## src/rtl/pixel_coord_roi_pkg.sv

```systemverilog
// rtl/pixel_coord_roi_pkg.sv - shared FSM state encoding and coordinate limit helper
package pixel_coord_pkg;

    typedef enum logic [1:0] {
        WAIT_SOF = 2'd0,
        LINE     = 2'd1,
        HBLANK   = 2'd2
    } fsm_state_e;

    function automatic int coord_max(input int coord_width);
        return (1 << coord_width) - 1;
    endfunction

endpackage

```

## src/rtl/pixel_coord_roi_if.sv

```systemverilog
// rtl/pixel_coord_roi_if.sv - camera input stream and ROI output stream interfaces
interface cam_stream_if #(
    parameter int PIXEL_WIDTH = 8
);
    logic                   vsync;
    logic                   hsync;
    logic                   de;
    logic                   field;
    logic [PIXEL_WIDTH-1:0] data_l;
    logic [PIXEL_WIDTH-1:0] data_r;

    modport master (output vsync, hsync, de, field, data_l, data_r);
    modport slave  (input  vsync, hsync, de, field, data_l, data_r);
endinterface

interface roi_stream_if #(
    parameter int PIXEL_WIDTH = 8,
    parameter int COORD_WIDTH = 11
);
    logic                   de;
    logic                   field;
    logic                   sof;
    logic                   eof;
    logic [COORD_WIDTH-1:0] x;
    logic [COORD_WIDTH-1:0] y;
    logic [PIXEL_WIDTH-1:0] data_l;
    logic [PIXEL_WIDTH-1:0] data_r;

    modport master (output de, field, sof, eof, x, y, data_l, data_r);
    modport slave  (input  de, field, sof, eof, x, y, data_l, data_r);
endinterface

```

## src/rtl/pixel_coord_roi_sync_edge_det.sv

```systemverilog
// rtl/pixel_coord_roi_sync_edge_det.sv - rise/fall pulses of a 1-bit input against its registered copy
module sync_edge_det #(
    parameter logic RESET_VAL = 1'b0
) (
    input  logic clk,
    input  logic rst,
    input  logic d,
    output logic rise,
    output logic fall
);

    logic d_q;

    always_ff @(posedge clk) begin
        if (rst) begin
            d_q <= RESET_VAL;
        end else begin
            d_q <= d;
        end
    end

    // Pulses are valid in the same cycle as the new level so the caller keeps 1-cycle latency.
    assign rise = d & ~d_q;
    assign fall = ~d & d_q;

endmodule

```

## src/rtl/pixel_coord_roi.sv

```systemverilog
// rtl/pixel_coord_roi.sv - X/Y coordinate generation and ROI gating; PIXEL_COORD_MEASURE_EN adds frame size measurement
module pixel_coord_roi
    import pixel_coord_pkg::*;
#(
    parameter int PIXEL_WIDTH = 8,
    parameter int COORD_WIDTH = 11
) (
    input  logic                   clk,
    input  logic                   rst,
    cam_stream_if.slave            cam,
    input  logic [COORD_WIDTH-1:0] roi_x0,
    input  logic [COORD_WIDTH-1:0] roi_x1,
    input  logic [COORD_WIDTH-1:0] roi_y0,
    input  logic [COORD_WIDTH-1:0] roi_y1,
    roi_stream_if.master           roi,
    output logic                   ovf,
    output logic [15:0]            frame_cnt,
    output logic [COORD_WIDTH-1:0] meas_w,
    output logic [COORD_WIDTH-1:0] meas_h,
    output logic                   meas_valid
);

    localparam logic [1:0] S_WAIT_SOF = WAIT_SOF;
    localparam logic [1:0] S_LINE     = LINE;
    localparam logic [1:0] S_HBLANK   = HBLANK;
    localparam logic [COORD_WIDTH-1:0] COORD_MAX = COORD_WIDTH'(coord_max(COORD_WIDTH));

    logic vs_rise, vs_fall, de_rise, de_fall;
    logic unused_hsync;

    assign unused_hsync = cam.hsync;

    // Sync reset value 1 on vsync: a frame already in progress at reset is not taken as a new start.
    sync_edge_det #(.RESET_VAL(1'b1)) u_vs_edge (
        .clk  (clk),
        .rst  (rst),
        .d    (cam.vsync),
        .rise (vs_rise),
        .fall (vs_fall)
    );

    sync_edge_det #(.RESET_VAL(1'b0)) u_de_edge (
        .clk  (clk),
        .rst  (rst),
        .d    (cam.de),
        .rise (de_rise),
        .fall (de_fall)
    );

    logic [1:0]             state, state_nxt;
    logic [COORD_WIDTH-1:0] x, y;
    logic [COORD_WIDTH-1:0] sx0, sx1, sy0, sy1;
    logic [COORD_WIDTH-1:0] cur_x, cur_y, ex0, ex1, ey0, ey1;
    logic                   in_frame, pix, line_end, in_roi, x_sat, y_sat;

    always_comb begin
        state_nxt = state;
        if (vs_rise) begin
            state_nxt = S_LINE;
        end else if (vs_fall) begin
            state_nxt = S_WAIT_SOF;
        end else begin
            case (state)
                S_LINE:   if (de_fall) state_nxt = S_HBLANK;
                S_HBLANK: if (de_rise) state_nxt = S_LINE;
                default:  state_nxt = state;
            endcase
        end
    end

    // The pixel on the vsync rise cycle already belongs to the new frame and its ROI.
    always_comb begin
        cur_x    = vs_rise ? '0     : x;
        cur_y    = vs_rise ? '0     : y;
        ex0      = vs_rise ? roi_x0 : sx0;
        ex1      = vs_rise ? roi_x1 : sx1;
        ey0      = vs_rise ? roi_y0 : sy0;
        ey1      = vs_rise ? roi_y1 : sy1;
        in_frame = vs_rise | ((state != S_WAIT_SOF) & cam.vsync);
        pix      = cam.de & in_frame;
        line_end = de_fall & in_frame & ~vs_rise;
        in_roi   = pix & (cur_x >= ex0) & (cur_x <= ex1) & (cur_y >= ey0) & (cur_y <= ey1);
        x_sat    = pix & (cur_x == COORD_MAX);
        y_sat    = line_end & (y == COORD_MAX);
    end

    always_ff @(posedge clk) begin
        if (rst) begin
            state     <= S_WAIT_SOF;
            x         <= '0;
            y         <= '0;
            sx0       <= '0;
            sx1       <= '0;
            sy0       <= '0;
            sy1       <= '0;
            ovf       <= 1'b0;
            frame_cnt <= '0;
        end else begin
            state <= state_nxt;
            if (vs_rise) begin
                sx0       <= roi_x0;
                sx1       <= roi_x1;
                sy0       <= roi_y0;
                sy1       <= roi_y1;
                frame_cnt <= frame_cnt + 16'd1;
            end
            if (pix) begin
                x <= x_sat ? cur_x : cur_x + 1'b1;
            end else if (vs_rise || line_end) begin
                x <= '0;
            end
            if (vs_rise) begin
                y <= '0;
            end else if (line_end && !y_sat) begin
                y <= y + 1'b1;
            end
            ovf <= (ovf & ~vs_rise) | x_sat | y_sat;
        end
    end

    // Output pipeline: coordinates and data only advance on ROI pixels, otherwise they hold.
    always_ff @(posedge clk) begin
        if (rst) begin
            roi.de     <= 1'b0;
            roi.sof    <= 1'b0;
            roi.eof    <= 1'b0;
            roi.field  <= 1'b0;
            roi.x      <= '0;
            roi.y      <= '0;
            roi.data_l <= '0;
            roi.data_r <= '0;
        end else begin
            roi.de  <= in_roi;
            roi.sof <= in_roi & (cur_x == ex0) & (cur_y == ey0);
            roi.eof <= in_roi & (cur_x == ex1) & (cur_y == ey1);
            if (vs_rise) begin
                roi.field <= cam.field;
            end
            if (in_roi) begin
                roi.x      <= cur_x;
                roi.y      <= cur_y;
                roi.data_l <= cam.data_l;
                roi.data_r <= cam.data_r;
            end
        end
    end

`ifdef PIXEL_COORD_MEASURE_EN
    logic [COORD_WIDTH-1:0] line_len, max_len, line_cnt;
    logic [COORD_WIDTH-1:0] max_done, cnt_done;
    logic                   meas_line_end;

    // A line closing on the same cycle as the vsync edge still counts toward the finished frame.
    always_comb begin
        meas_line_end = de_fall & (state != S_WAIT_SOF);
        max_done      = max_len;
        cnt_done      = line_cnt;
        if (meas_line_end) begin
            max_done = (line_len > max_len) ? line_len : max_len;
            cnt_done = (line_cnt == COORD_MAX) ? line_cnt : line_cnt + 1'b1;
        end
    end

    always_ff @(posedge clk) begin
        if (rst) begin
            line_len   <= '0;
            max_len    <= '0;
            line_cnt   <= '0;
            meas_w     <= '0;
            meas_h     <= '0;
            meas_valid <= 1'b0;
        end else begin
            meas_valid <= 1'b0;
            if (vs_rise || vs_fall) begin
                if (cnt_done != '0) begin
                    meas_w     <= max_done;
                    meas_h     <= cnt_done;
                    meas_valid <= 1'b1;
                end
                max_len  <= '0;
                line_cnt <= '0;
                line_len <= (vs_rise && pix) ? COORD_WIDTH'(1) : '0;
            end else begin
                max_len  <= max_done;
                line_cnt <= cnt_done;
                if (pix) begin
                    line_len <= (line_len == COORD_MAX) ? line_len : line_len + 1'b1;
                end else if (meas_line_end) begin
                    line_len <= '0;
                end
            end
        end
    end
`else
    assign meas_w     = '0;
    assign meas_h     = '0;
    assign meas_valid = 1'b0;
`endif

endmodule

```

## src/flat_wrapper.sv

```systemverilog
// flat-port wrapper written by rule: the top's interface ports become plain ports
module pixel_coord_roi_flat import pixel_coord_pkg::*;
#(
    parameter int PIXEL_WIDTH = 8,
    parameter int COORD_WIDTH = 11
)
  (clk, rst, roi_x0, roi_x1, roi_y0, roi_y1, ovf, frame_cnt, meas_w, meas_h, meas_valid, cam_vsync, cam_hsync, cam_de, cam_field, cam_data_l, cam_data_r, roi_de, roi_field, roi_sof, roi_eof, roi_x, roi_y, roi_data_l, roi_data_r);
  cam_stream_if #(.PIXEL_WIDTH(PIXEL_WIDTH)) cam_i ();
  roi_stream_if #(.PIXEL_WIDTH(PIXEL_WIDTH), .COORD_WIDTH(COORD_WIDTH)) roi_i ();
  input  logic clk;
  input  logic rst;
  input  logic [COORD_WIDTH-1:0] roi_x0;
  input  logic [COORD_WIDTH-1:0] roi_x1;
  input  logic [COORD_WIDTH-1:0] roi_y0;
  input  logic [COORD_WIDTH-1:0] roi_y1;
  output logic ovf;
  output logic [15:0] frame_cnt;
  output logic [COORD_WIDTH-1:0] meas_w;
  output logic [COORD_WIDTH-1:0] meas_h;
  output logic meas_valid;
  input wire logic [$bits(cam_i.vsync)-1:0] cam_vsync;
  input wire logic [$bits(cam_i.hsync)-1:0] cam_hsync;
  input wire logic [$bits(cam_i.de)-1:0] cam_de;
  input wire logic [$bits(cam_i.field)-1:0] cam_field;
  input wire logic [$bits(cam_i.data_l)-1:0] cam_data_l;
  input wire logic [$bits(cam_i.data_r)-1:0] cam_data_r;
  output wire logic [$bits(roi_i.de)-1:0] roi_de;
  output wire logic [$bits(roi_i.field)-1:0] roi_field;
  output wire logic [$bits(roi_i.sof)-1:0] roi_sof;
  output wire logic [$bits(roi_i.eof)-1:0] roi_eof;
  output wire logic [$bits(roi_i.x)-1:0] roi_x;
  output wire logic [$bits(roi_i.y)-1:0] roi_y;
  output wire logic [$bits(roi_i.data_l)-1:0] roi_data_l;
  output wire logic [$bits(roi_i.data_r)-1:0] roi_data_r;
  assign cam_i.vsync = cam_vsync;
  assign cam_i.hsync = cam_hsync;
  assign cam_i.de = cam_de;
  assign cam_i.field = cam_field;
  assign cam_i.data_l = cam_data_l;
  assign cam_i.data_r = cam_data_r;
  assign roi_de = roi_i.de;
  assign roi_field = roi_i.field;
  assign roi_sof = roi_i.sof;
  assign roi_eof = roi_i.eof;
  assign roi_x = roi_i.x;
  assign roi_y = roi_i.y;
  assign roi_data_l = roi_i.data_l;
  assign roi_data_r = roi_i.data_r;
  pixel_coord_roi #(.PIXEL_WIDTH(PIXEL_WIDTH), .COORD_WIDTH(COORD_WIDTH)) u_core (.clk(clk), .rst(rst), .cam(cam_i), .roi_x0(roi_x0), .roi_x1(roi_x1), .roi_y0(roi_y0), .roi_y1(roi_y1), .roi(roi_i), .ovf(ovf), .frame_cnt(frame_cnt), .meas_w(meas_w), .meas_h(meas_h), .meas_valid(meas_valid));
endmodule
```

## config.mk

```make
export PLATFORM = sky130hd
export DESIGN_NAME = pixel_coord_roi_flat
export DESIGN_NICKNAME = d
export VERILOG_FILES = /design/src/rtl/pixel_coord_roi_pkg.sv /design/src/rtl/pixel_coord_roi_if.sv /design/src/rtl/pixel_coord_roi_sync_edge_det.sv /design/src/rtl/pixel_coord_roi.sv /design/src/flat_wrapper.sv
export SDC_FILE = /design/constraint.sdc
export NUM_CORES = 1
export LEC_CHECK = 0
export CAP_MARGIN = 10
export CORE_MARGIN = 2
export CORE_UTILIZATION = 55
export CTS_CLUSTER_SIZE = 16
export DETAILED_ROUTE_END_ITERATION = 7
export PLACE_DENSITY = 0.86
export SETUP_SLACK_MARGIN = 0.3
export SYNTH_ARGS = -nofsm -noshare
export SYNTH_HDL_FRONTEND = slang
export SYNTH_SLANG_ARGS = --single-unit
```

## constraint.sdc

```tcl
create_clock -name clk -period 5.7 [get_ports clk]
set_input_delay 0.855 -clock clk [delete_from_list [all_inputs] [get_ports clk]]
set_output_delay 0.855 -clock clk [all_outputs]
set_load 0.01 [all_outputs]
```

==> summary.md, run 1 <==
| Metric | Value |
|---|---|
| Seq/Total Area, Yosys | 38.8% |
| H-tree levels | 4 |
| Count of pins over their slew limit | 0 |
| Post-synth EDFFs | 0 |
| Routed WL | 16,800 um |
| Max_cap viols | 0 |
| Crit-path slowest cell | ha_2 |
| Post-synthesis adder-cell area fraction | 9.58% |
| Crit path max fanout | 37 |
| 1st-pass router iterations | 5 |
| Clock Sinks | 129 |
| Initial antenna violation count | 0 |
| XOR/XNOR share of the synthesized area | 4.07% |
| Antenna-violating nets left | 0 |
| Nets | 977 |
| Leak | 3.22 nW |
| Simple-gate share of the synthesized area | 20.7% |
| 1st-iter DRT viols | 368 |
| Non-Filler Instances | 1,020 |
| Main synth FF type | dfxtp_1 |
| Worst skew pair latency | 420 ps |
| Die extent in y | 114 um |
| Clk pin slew, worst setup/hold paths | 60 ps |
| Yosys cell types | 58 |
| Worst hold path class | reg2reg |
| Largest family of logic cells by synthesized area | simple AND/OR/NAND/NOR gates |
| CP dominant cell by count | buf_4 |
| CTS tree | yes |
| Critical Path AT | 4820 ps |
| Crit end category | register |
| GR Overflow Total | 0 |
| Area delta synth->final | 26.8% |
| Final Hold Vio Count | 0 |
| Critical Path Start Type | input pin |
| Largest net degree at the start of global routing | 72 |
| Commonest non-fill, non-tap cell in the layout | dfxtp_1 |
| Mux share of post-synthesis cell area | 7.13% |
| DP Wirelength | 11,500 um |
| RePlAce Congestion | 0.859 |
| Status | finished clean |
| Period minus WS final | 4490 ps |
| Die width | 114 um |
| Placement Rows | 40 |
| Avg WL per Cell | 16.5 um |
| Critical path type | in2reg |
| RSZ-0062 raised after global routing | no |
| Least-Margin Pin Slew | 782 ps |
| Vias | 5,819 |
| Worst path cell trace | clkdlybuf4s50_1 > ha_2 > buf_4 > mux2i_1 > ha_1 > nand4_1 > nor3_1 > nor2_1 > nand2_1 > o211a_1 > buf_4 > nand3_1 > a21oi_1 |
| Ant. Diodes | 0 |
| Worst Clk Skew | 8.47 ps |
| Pwr Total | 2.31 mW |
| Fmax | 223 MHz |
| Max_slew headroom | 47.7% |
| First-pass GRT wire length | 27,000 um |
| Mapped Cells | 755 |
| Final setup TNS | 0 ps |
| All-Layer GR Usage | 26.2% |
| Synthesis Warnings | 0 |
| Power density cells | 273 nW/um^2 |
| Synth Area in Compound Gates | 13.1% |
| Vias in the first global route | 5,606 |
| Post-synthesis async set-or-reset flop share | 0% |
| Layout cell share with drive strength beyond 1 | 6.87% |
| Mapped Area | 6660 um^2 |
| CTS Buf Count | 17 |
| Seq cells post-synth | 129 |
| Die area | 13,000 um^2 |
| Cts hold-fix bufs | 0 |
| # placed instances | 988 |
| Peak VDD IR | 213 uV |
| Port Buffer Count | 123 |
| Root buf cell | clkbuf_16 |
| Required @ worst endpoint | 6040 ps |
| Core area | 11,900 um^2 |
| Avg Cell Area, Syn | 8.83 um^2 |
| Initial core utilization | 55.9% |
| Postcts setup bufs | 0 |
| Most frequent cells in the layout | dfxtp_1 (129), clkdlybuf4s50_1 (122), nor2_1 (89), a21oi_1 (58), nand3_1 (56) |
| Via density | 5.70 |
| # IOs | 148 |
| Period utilisation layout | 78.7% |
| Final setup fails | 0 |
| CTS max path bufs | 2 |
| Cts repair resizes | 0 |
| # DRC | 0 |
| CP max stage delay | 620 ps |
[cells in the mapped netlist (all sizes together), types with 2 or more instances]
master	instances	share of area, %
nor3	9	0.68
and3b	2	0.26
a41oi	2	0.26
and3	6	0.56
o21ba	2	0.30
a211oi	3	0.34
xor2	18	2.4
nor3b	2	0.23
a31o	2	0.26
and4b	2	0.30
or3	4	0.45
buf	43	4.8
a22oi	5	0.56
xnor2	13	1.7
and2	2	0.19
o21a	6	0.68
nand2	27	1.5
dfxtp	129	39
mux2	4	0.68
nor2	90	5.1
clkbuf	24	1.4
nand2b	8	0.75
or2	4	0.38
nor2b	34	3.3
and4	5	0.66
o21bai	2	0.23
a21oi	59	4.5
inv	9	0.51
o21ai	54	4.1
ha	51	9.6
nand4	13	1.4
nor4	3	0.38
a31oi	6	0.79
mux2i	43	6.5
nand3	56	4.2
[worst max-delay path, delay by kind of cell]
| family | cells | cell delay (ps) |
|---|---|---|
| AO/OA/AOI/OAI | 2 | 400 |
| adder cells (fa/ha/maj) | 2 | 840 |
| buffers and inverters | 3 | 1350 |
| multiplexers | 1 | 370 |
| AND/OR/NAND/NOR | 5 | 980 |
[path summary, 6_finish.rpt]
| kind | cells past startpoint | slack, ps | end | from |
|---|---|---|---|---|
| hold / removal | 2 | 480 | u_core.roi.x[10] | u_core.roi.x[10] |
| setup reg to reg | 13 | 1860 | u_core.roi.y[8] | u_core.u_vs_edge.d_q |
| hold reg to reg | 2 | 480 | u_core.roi.x[10] | u_core.roi.x[10] |
| setup / recovery | 13 | 1210 | u_core.roi.y[8] | cam_vsync |
[state kept, by name, indices dropped and copies added, names as in the netlist, 2 cells and up]
register and cells:
u_core.frame_cnt 16, u_core.roi.data_l 8, u_core.roi.data_r 8, u_core.roi.x 11, u_core.roi.y 11, u_core.state 2, u_core.sx0 11, u_core.sx1 11
u_core.sy0 11, u_core.sy1 11, u_core.x 11, u_core.y 11
[metal layers]
layer	GRT usage [%]	up-vias	routed length [um]
li1	-	2825	-
met4	10.6	0	509
met1	30.9	2773	6910
met2	45.6	176	8590
met5	0	-	0
met3	6.67	45	836
[stage by stage]
step / hold slack (ps) / cell area, um^2 / setup slack, ps / util (%)
after floorplan: 449 / 6750 / 1940 / -
after global placement: 460 / 7830 / 1090 / 65.7
after detailed placement: 467 / 7830 / 999 / 65.7
after CTS: 475 / 8450 / 1310 / 71.0
after global routing: 488 / 8450 / 1080 / 71.0
final: 475 / 8450 / 1210 / 71.0
[where the power goes]
group	internal [mW]	leakage (nW)	switching (mW)
sequential	0.918	1.04	0.00675
combinational	0.105	1.88	0.150
clock	0.723	0.295	0.407
total	1.75	3.22	0.564
[logic make-up (layout without fill, tap and decap cells)]
logic type / Yosys count / in the layout
xor gates and xnor gates: 31 / 31
muxes: 47 / 47
adders and majority gates: 51 / 51
buffers and inverters: 76 / 172
other: 1 / 23
AOI/OAI and AO/OA: 150 / 150
and+or+nand+nor: 270 / 270
DFF: 129 / 129
[layout make-up]
| type | instances | area, um^2 |
|---|---|---|
| Tap cell | 147 | 184 |
| Clock inverter | 12 | 156 |
| Inverter | 9 | 33.8 |
| Clock buffer | 20 | 467 |
| Timing Repair Buffer | 131 | 1300 |
| Multi-Input combinational cell | 572 | 3730 |
| Fill cell | 890 | 3460 |
| Sequential cell | 129 | 2580 |
Note: power is estimated with default switching activity, not from simulation.
==> inputs of run 2 (changes only) <==
--- a/config.mk
+++ b/config.mk
@@ -7,10 +7,10 @@
 export LEC_CHECK = 0
 export CAP_MARGIN = 10
 export CORE_MARGIN = 2
-export CORE_UTILIZATION = 55
+export CORE_UTILIZATION = 51
 export CTS_CLUSTER_SIZE = 16
 export DETAILED_ROUTE_END_ITERATION = 7
-export PLACE_DENSITY = 0.86
+export PLACE_DENSITY = 0.81
 export SETUP_SLACK_MARGIN = 0.3
 export SYNTH_ARGS = -nofsm -noshare
 export SYNTH_HDL_FRONTEND = slang
==> constraint.sdc (replaced) <==
create_clock -name clk -period 4.26 [get_ports clk]
set_input_delay 0.639 -clock clk [delete_from_list [all_inputs] [get_ports clk]]
set_output_delay 0.639 -clock clk [all_outputs]
set_load 0.01 [all_outputs]
==> summary.md, run 2 (synthesized netlist as in run 1, its figures left out) <==
| Metric | Value |
|---|---|
| Status | finished clean |
| Leak | 3.27 nW |
| Initial antenna violation count | 0 |
| Final Hold Vio Count | 0 |
| # IOs | 148 |
| Core area | 12,700 um^2 |
| Initial core utilization | 52.6% |
| Die area | 14,000 um^2 |
| Largest net degree at the start of global routing | 82 |
| RePlAce Congestion | 0.833 |
| Period utilisation layout | 86.2% |
| Placement Cell Area | 8000 um^2 |
| Vias | 5,746 |
| Via density | 5.46 |
| First-pass GRT wire length | 27,400 um |
| Crit end category | register |
| Nets | 985 |
| # DRC | 0 |
| Post-place setup slack | 230 ps |
| 1st-pass router iterations | 5 |
| Finished Cell Area | 8580 um^2 |
| Register area | 2580 um^2 |
| Largest Register | u_core.frame_cnt |
| Cts repair resizes | 0 |
| Pwr Total | 3.04 mW |
| GR Overflow Total | 0 |
| Required @ worst endpoint | 4610 ps |
| Commonest non-fill, non-tap cell in the layout | dfxtp_1 |
| Multi-input gate area | 3730 um^2 |
| CP max stage delay | 630 ps |
| Antenna-violating nets left | 0 |
| H-tree levels | 4 |
| Worst path cell trace | clkdlybuf4s50_1 > ha_2 > buf_12 > mux2i_1 > ha_1 > nand4_1 > nor3_1 > and4_1 > a31o_2 > o211a_1 > buf_12 > nand3_1 > a21oi_1 |
| Crit path max fanout | 37 |
| All-Layer GR Usage | 24.3% |
| Worst skew pair latency | 420 ps |
| Routed WL | 16,800 um |
| Area delta synth->final | 28.8% |
| Die width | 118 um |
| Least-Margin Pin Slew | 850 ps |
| Hold_ws | 472 ps |
| DP Wirelength | 11,600 um |
| Count of pins over their slew limit | 0 |
| Root buf cell | clkbuf_16 |
| Clk pin slew, worst setup/hold paths | 50 ps |
| CP dominant cell by count | buf_12 |
| Critical Path AT | 4020 ps |
| Vias in the first global route | 5,554 |
| Crit path setup slack, layout | 589 ps |
| 1st-iter DRT viols | 307 |
| Postcts setup bufs | 0 |
| Peak VDD IR | 332 uV |
| Filler cells | 1,012 |
| Crit-path slowest cell | clkdlybuf4s50_1 |
| CTS Buf Count | 17 |
| Port Buffer Count | 123 |
| Most frequent cells in the layout | dfxtp_1 (129), clkdlybuf4s50_1 (122), nor2_1 (89), a21oi_1 (58), nand3_1 (56) |
| Worst Clk Skew | 7.12 ps |
| Placement Rows | 41 |
| Final setup TNS | 0 ps |
| Power density cells | 355 nW/um^2 |
| Critical Path Start Type | input pin |
| Cts hold-fix bufs | 0 |
| RSZ-0062 raised after global routing | no |
| Clock Sinks | 129 |
| Layout cell share with drive strength beyond 1 | 7.05% |
| Die extent in y | 118 um |
| Period minus WS final | 3670 ps |
| Final setup fails | 0 |
| CTS max path bufs | 2 |
| Fmax | 272 MHz |
| Critical path type | in2reg |
| Worst hold path class | reg2reg |
| Ant. Diodes | 0 |
| Avg WL per Cell | 16.0 um |
| Max_slew headroom | 43.1% |
| Max_cap viols | 0 |
| Max FFs per register | 16 |
| CTS tree | yes |
==> run 2: per-layer routing <==
metal | track usage [%] | up-vias | wire length [um]
li1 | - | 2838 | -
met2 | 41.4 | 154 | 8340
met3 | 5.50 | 33 | 661
met5 | 0 | - | 0
met4 | 9.49 | 0 | 408
met1 | 29.7 | 2721 | 7420
==> run 2: cell type report <==
type / count / area share [%]
sequential: 129 / 30.1
clock inverter: 4 / 0.846
timing repair buffer: 139 / 16.7
inverter: 9 / 0.394
tap: 172 / 2.51
clock buffer: 27 / 5.98
multi-input combinational: 572 / 43.4
==> run 2: worst paths after layout <==
| kind | from | cells past startpoint | slack [ps] | endpoint |
|---|---|---|---|---|
| setup reg to reg | u_core.u_vs_edge.d_q | 13 | 1100 | u_core.roi.y[2] |
| hold reg to reg | u_core.roi.x[5] | 2 | 470 | u_core.roi.x[5] |
| hold / removal | u_core.roi.x[5] | 2 | 470 | u_core.roi.x[5] |
| setup / recovery | cam_vsync | 13 | 590 | u_core.roi.y[2] |
==> run 2: worst max-delay path: cells and delay by family <==
| kind | cells | cell delay, ps |
|---|---|---|
| AND/OR/NAND/NOR | 4 | 830 |
| adder cells (fa/ha/maj) | 2 | 660 |
| buffers and inverters | 3 | 1050 |
| AO/OA/AOI/OAI | 3 | 500 |
| multiplexers | 1 | 310 |
==> run 2: power breakdown <==
group | switching (mW) | internal, mW
sequential | 0.00893 | 1.23
combinational | 0.203 | 0.154
clock | 0.512 | 0.935
total | 0.724 | 2.32
==> run 2: stage by stage <==
step,utilization (%),cells
after floorplan,-,777
after global placement,63.1,1021
after detailed placement,63.1,1021
after CTS,67.7,1052
after global routing,67.7,1052
final,67.7,1052
==> variant 1: new RTL, settings of run 2 <==
`RESET_VAL`: 1'b1 -> 1'b0.
--- a/src/rtl/pixel_coord_roi.sv
+++ b/src/rtl/pixel_coord_roi.sv
@@ -31,7 +31,7 @@
     assign unused_hsync = cam.hsync;
 
     // Sync reset value 1 on vsync: a frame already in progress at reset is not taken as a new start.
-    sync_edge_det #(.RESET_VAL(1'b1)) u_vs_edge (
+    sync_edge_det #(.RESET_VAL(1'b0)) u_vs_edge (
         .clk  (clk),
         .rst  (rst),
         .d    (cam.vsync),
Function: changed (Yosys sat finds a counterexample within 4 cycles, from zero or initial values and one cycle with rst high).
==> variant 1 against run 2 <==
  * Hold slack gained 0.0022 ns
  * Total power down 0.93%
  * Register-to-register slack worse by 0.07 ns
  * Utilization about the same
  * Clock skew barely moved
  * Synthesized area is essentially flat
  * Routed wire length decreased by 2.2%
  * First-iteration DRC count rose by 33%
  * Highest routed layer unchanged
  * Worst setup slack worse by 0.037 ns
  * Final area is essentially flat
  * Critical path type unchanged
  * Sequential share of layout area about the same
  * Sequential cell count is the same
  * Fmax fell by 0.99%
==> variant 1: results (changes against run 2) <==
** Logic synthesis
- The fraction of synthesized cell area taken by the top area cell type is 38.74% (about the same).
- By area the synthesized netlist is led by dfxtp_1 (39%), ha_1 (9.6%), mux2i_1 (6.5%).
- Distinct cells, synth :: 59 (+1.7%)
- The count of synthesis-stage warnings from yosys came to 0 (unchanged).
- The sequential fraction of the synthesis area is 38.74% (about the same).
- Fraction of registers with async set or reset after synthesis :: 0% (unchanged)
- In the synthesized netlist, the cells that appear most often are dfxtp_1 (129), nor2_1 (91), a21oi_1 (58), nand3_1 (56), ha_1 (51).
- The gate count after technology mapping came to 755 (unchanged).

** GRT
- The met2 routing resource usage after global routing came to 40.53% (-0.83 points).
- The number of antenna violations at the first check in global routing was 0 (unchanged).
- The total global-route track usage came to 24.06% (-0.25 points).
- Number of global-route vias before repair :: 5,650 (+1.7%)
- Global Route met1 Usage :: 29.13% (-0.60 points)
- Met3 capacity usage during global routing :: 6.129% (+0.63 points)
- The wire length of the first global-routing pass is 27.24 mm (-0.43%).

** Worst setup path
- Reg-to-reg endpoint :: u_core.roi.data_l[0]$_SDFFE_PP0N_
- Worst-path fanout max :: 16 (-57%)
- RR Startpoint :: u_core.u_vs_edge.d_q$_SDFF_PP0_
- Class of the most critical setup path :: primary input to flip-flop
- The logic depth of the worst register-to-register path is 13 (unchanged).
- Launch point of the critical path :: cam_vsync
- The largest incremental delay on the critical path is 0.61 ns (-0.02 ns).
- The kind of cell with the highest combined delay along the critical path is compound AO/OA/AOI/OAI gates.
- Endpoint arrival time on the critical path :: 4.06 ns (+0.04 ns)
- The register-to-register setup slack came to 1.03 ns (-0.07 ns).

** Final layout
- Reg with most FFs :: u_core.frame_cnt
- The total number of nets in the final design is 992 (+0.71%).
- The antenna cell count was 0 (unchanged).
- Fraction of final layout cells sized beyond drive strength 1 :: 8.333% (+1.3 points)
- The number of flip-flops under the largest register name was 16 (unchanged).

** Power and ir drop
- Net switching fraction of the power :: 24.34% (+0.53 points)
- Combinational power share :: 10.9% (-0.9 points)
- Leakage power total :: 3.357 nW (+2.7%)
- The worst IR drop on VDD came to 333.4 uV (+0.29%).

** Placement
- The global placer's final weighted congestion is 0.8742 (+4.9%).
- The number of instances in the placed design came to 1,028 (+0.69%).
- Placed wire-length estimate :: 11.75 mm (+1.4%)
- IO Port Bufs :: 123 (unchanged)

** STA
- The worst slew margin relative to its limit was 44.88% (+1.7 points).
- The clock skew is 0.006786 ns (-0.0003348 ns).

** Status
- Status :: complete, no violations

** Routing
- Total number of vias :: 5,737 (-0.16%)
- Total Wirelength :: 16.46 mm (-2.2%)
- The number of DRC markers after the initial detailed-route iteration was 407 (+33%).
- Routed wire length per instance :: 15.52 um (-3.0%)

** Clocking
- Clock latency of the later-clocked register in the worst-skew pair :: 0.42 ns (about the same)
- Post_cts resized :: 0 (unchanged)
- Clock root cell :: clkbuf_16
- The level count of the clock H-tree is 4 (unchanged).
- The post-CTS setup repair buffer count came to 0 (unchanged).
- After clock tree synthesis, the clock-pin slew on the worst setup and hold paths is 0.06 ns.
- Number of buffers added by the clock tree synthesis step :: 17 (unchanged)

** Min path
- Worst min path class :: flip-flop to flip-flop
-- variant 1: changes by cell type in the layout (fill, tap and decap cells not counted), sizes merged --
| cell | before | now |
|---|---|---|
| clkinvlp | 1 | 5 |
| buf | 17 | 24 |
| inv | 9 | 11 |
| clkinv | 1 | 4 |
| or2 | 4 | 3 |
| clkbuf | 27 | 19 |
| nor2 | 90 | 91 |
-- variant 1: power groups by stage --
stage          combinational (mW)  sequential [mW]  clock [mW]
6_report                    0.330             1.25        1.43
5_1_grt                     0.364             1.25        1.51
4_1_cts                     0.328             1.25        1.45
3_5_place_dp                0.324             1.28           0
3_3_place_gp                0.315             1.28           0
2_1_floorplan               0.221             1.28           0
-- variant 1: worst min-delay path by stage --
stage / endpoint / slack [ns] / start / depth (start not counted)
6_report: u_core.roi.x[10]$_SDFFE_PP0N_ / 0.47 / u_core.roi.x[10]$_SDFFE_PP0N_ / 2
5_1_grt: u_core.roi.data_r[7]$_SDFFE_PP0N_ / 0.50 / u_core.roi.data_r[7]$_SDFFE_PP0N_ / 2
4_1_cts: u_core.roi.x[10]$_SDFFE_PP0N_ / 0.48 / u_core.roi.x[10]$_SDFFE_PP0N_ / 2
3_5_place_dp: u_core.roi.data_r[7]$_SDFFE_PP0N_ / 0.47 / u_core.roi.data_r[7]$_SDFFE_PP0N_ / 2
3_3_place_gp: u_core.roi.data_r[7]$_SDFFE_PP0N_ / 0.46 / u_core.roi.data_r[7]$_SDFFE_PP0N_ / 2
2_1_floorplan: u_core.x[1]$_SDFFE_PP0P_ / 0.45 / u_core.x[1]$_SDFFE_PP0P_ / 2
-- variant 1: final cells by class --
cell class / instances / area, um^2
multi-input combinational: 572 / 3726
sequential: 129 / 2582
tap: 172 / 215.2
clock buffer: 19 / 452.9
fill: 1026 / 4086
timing repair buffer: 146 / 1439
clock inverter: 13 / 135.1
inverter: 9 / 33.78
-- variant 1: cells by family after synthesis --
logic type	after synthesis	share of synthesized area, %
AO/OA/AOI/OAI	150	13.08
adder cells (fa/ha/maj)	51	9.572
buffers and inverters	76	6.682
XOR/XNOR	31	4.073
AND/OR/NAND/NOR	270	20.66
multiplexers	47	7.132
other	1	0.05625
flip-flops	129	38.74
-- variant 1: stage by stage --
step / setup slack [ns] / instance area [um^2]
after floorplan: 0.7147 / 6749
after global placement: 0.2388 / 7996
after detailed placement: 0.2008 / 7996
after CTS: 0.6218 / 8584
after global routing: 0.3080 / 8584
final: 0.5525 / 8584
-- variant 1: routing by layer --
metal / share of wire (%) / wire length (um) / up-vias
li1: - / - / 2848
met1: 43 / 7054 / 2699
met2: 50 / 8180 / 153
met3: 4.5 / 738 / 37
met4: 2.9 / 481 / 0
met5: 0 / 0 / -
==> variant 2: new RTL, flow settings as in run 2 <==
Without the edit above. Put one more register stage on the output `frame_cnt`. The value now appears one clock later. The other outputs are not delayed to match.
--- a/src/rtl/pixel_coord_roi.sv
+++ b/src/rtl/pixel_coord_roi.sv
@@ -25,6 +25,8 @@
     localparam logic [1:0] S_HBLANK   = HBLANK;
     localparam logic [COORD_WIDTH-1:0] COORD_MAX = COORD_WIDTH'(coord_max(COORD_WIDTH));
 
+    logic [15:0] frame_cnt_s0;
+
     logic vs_rise, vs_fall, de_rise, de_fall;
     logic unused_hsync;
 
@@ -94,7 +96,7 @@
             sy0       <= '0;
             sy1       <= '0;
             ovf       <= 1'b0;
-            frame_cnt <= '0;
+            frame_cnt_s0 <= '0;
         end else begin
             state <= state_nxt;
             if (vs_rise) begin
@@ -102,7 +104,7 @@
                 sx1       <= roi_x1;
                 sy0       <= roi_y0;
                 sy1       <= roi_y1;
-                frame_cnt <= frame_cnt + 16'd1;
+                frame_cnt_s0 <= frame_cnt_s0 + 16'd1;
             end
             if (pix) begin
                 x <= x_sat ? cur_x : cur_x + 1'b1;
@@ -197,5 +199,9 @@
     assign meas_valid = 1'b0;
 `endif
 
+    always_ff @(posedge clk) begin
+        frame_cnt <= frame_cnt_s0;
+    end
+
 endmodule
 
Behaviour: not the same (Yosys sat finds a counterexample within 4 cycles, from zero or initial values and one cycle with rst high).
==> variant 2 against run 2 <==
  * Worst setup slack gained 0.0074 ns
  * Critical path depth is the same
  * Non-clock buffer count grew 9
  * Sequential power grew 12%
  * Total power grew 3.2%
  * Largest power group is now registers
  * Sequential share of layout area grew 2.6 points
  * Sequential cell count grew 16
  * Critical endpoint is now u_core.roi.x[6]$_SDFFE_PP0N_
  * Routed wire length grew 0.12%
  * Synthesized area grew 4.2%
  * Final area grew 3.4%
==> variant 2: results (changes against run 2) <==
** Status
- The flow ran to the end, and the final reports show no timing, DRC or antenna violations.

** Placement
- Area after detailed placement :: 0.008304 mm^2 (+3.8%)

** Worst setup path
- The register-to-register setup slack came to 1.00 ns (-0.10 ns).
- Worst setup path end :: u_core.roi.x[6]$_SDFFE_PP0N_
- The maximum net fanout on the critical path came to 38 (+2.7%).
- Endpoint arrival time on the critical path :: 4.01 ns (about the same)

** Power and ir drop
- The static power due to leakage was 3.424 nW (+4.7%).
- The worst IR drop on VDD is 363.5 uV (+9.3%).

** Min path
- Hold-critical path depth :: 0 (-2)
- The worst hold path terminates at u_core.frame_cnt[15]$_DFF_P_.

** STA
- The worst slew margin relative to its limit is 37.92% (-5.2 points).
- The clock skew came to 0.006133 ns (-0.0009878 ns).

** Final layout
- Non-CTS buffers :: 148 (+6.5%)
- The proportion of cell area occupied by registers is 32.72% (+2.6 points).
- The final cell utilization of the core was 66.72% (-1.0 points).
- The number of standard cells in the final layout excluding fillers was 1,084 (+3.0%).
- Fraction of area in clock buffers and inverters :: 6.192% (-0.63 points)
- Inverters :: 12 (+3)
- Multi-input logic cell count :: 571 (-0.17%)
- The area of the multi-input gates is 0.003692 mm^2 (-0.97%).
- The fraction of cell area in non-clock buffers is 16.47% (-0.26 points).
- The count of clock-net buffers in the final layout was 28 (+3.7%).

** GRT
- The met3 usage in global routing is 5.566% (+0.064 points).
- The number of global-route vias before repair was 5,572 (+0.32%).

** Routing
- Count of routing violations after the opening detailed-route iteration :: 430 (+40%)
- Iteration count of the initial detailed-routing pass :: 6 (+1)
- Total Wirelength :: 16.85 mm (+0.12%)
- The detailed-routed wire length on met2 is 8.305 mm (-0.42%).
- Average via count per standard cell :: 5.399 (-1.2%)

** Logic synthesis
- Compound-cell area share of the yosys netlist :: 12.88% (-0.21 points)
- Multiplexer fraction of the synthesized cell area :: 7.024% (-0.11 points)
- Sequential-to-total area share from yosys stat :: 41.79% (+3.0 points)
- The number of flip-flops and latches in the synthesized netlist was 145 (+12%).
- Synthesized-area fraction occupied by adder cells :: 9.186% (-0.39 points)
- The xor and xnor area share after synthesis is 3.530% (-0.54 points).
- Leading cell types by count after synthesis :: dfxtp_1 (145), nor2_1 (93), a21oi_1 (65), nand3_1 (53), ha_1 (51)
-- variant 2: power by group --
group	switching, mW	leakage, nW	total, mW	internal, mW
sequential	0.00912	1.17	1.39	1.38
clock	0.558	0.270	1.39	0.835
combinational	0.204	1.98	0.359	0.155
total	0.771	3.42	3.14	2.37
-- variant 2: critical path: stages --
cell and delay (ns):
clkdlybuf4s50_1 0.59, ha_4 0.37, buf_4 0.23, nor2b_1 0.10
ha_1 0.29, nand4_1 0.20, a211oi_1 0.29, a31oi_1 0.11
a31oi_1 0.29, or2_1 0.16, buf_4 0.35, o21ai_0 0.20
a21oi_1 0.18
-- variant 2: cell families (layout without fill, tap and decap cells) --
kind of cell	after synthesis	after routing
other	1	23
DFF	145	145
xor gates and xnor gates	28	28
and+or+nand+nor	267	267
adders and majority gates	51	51
buffers and inverters	77	192
AOI/OAI and AO/OA	155	155
muxes	47	47
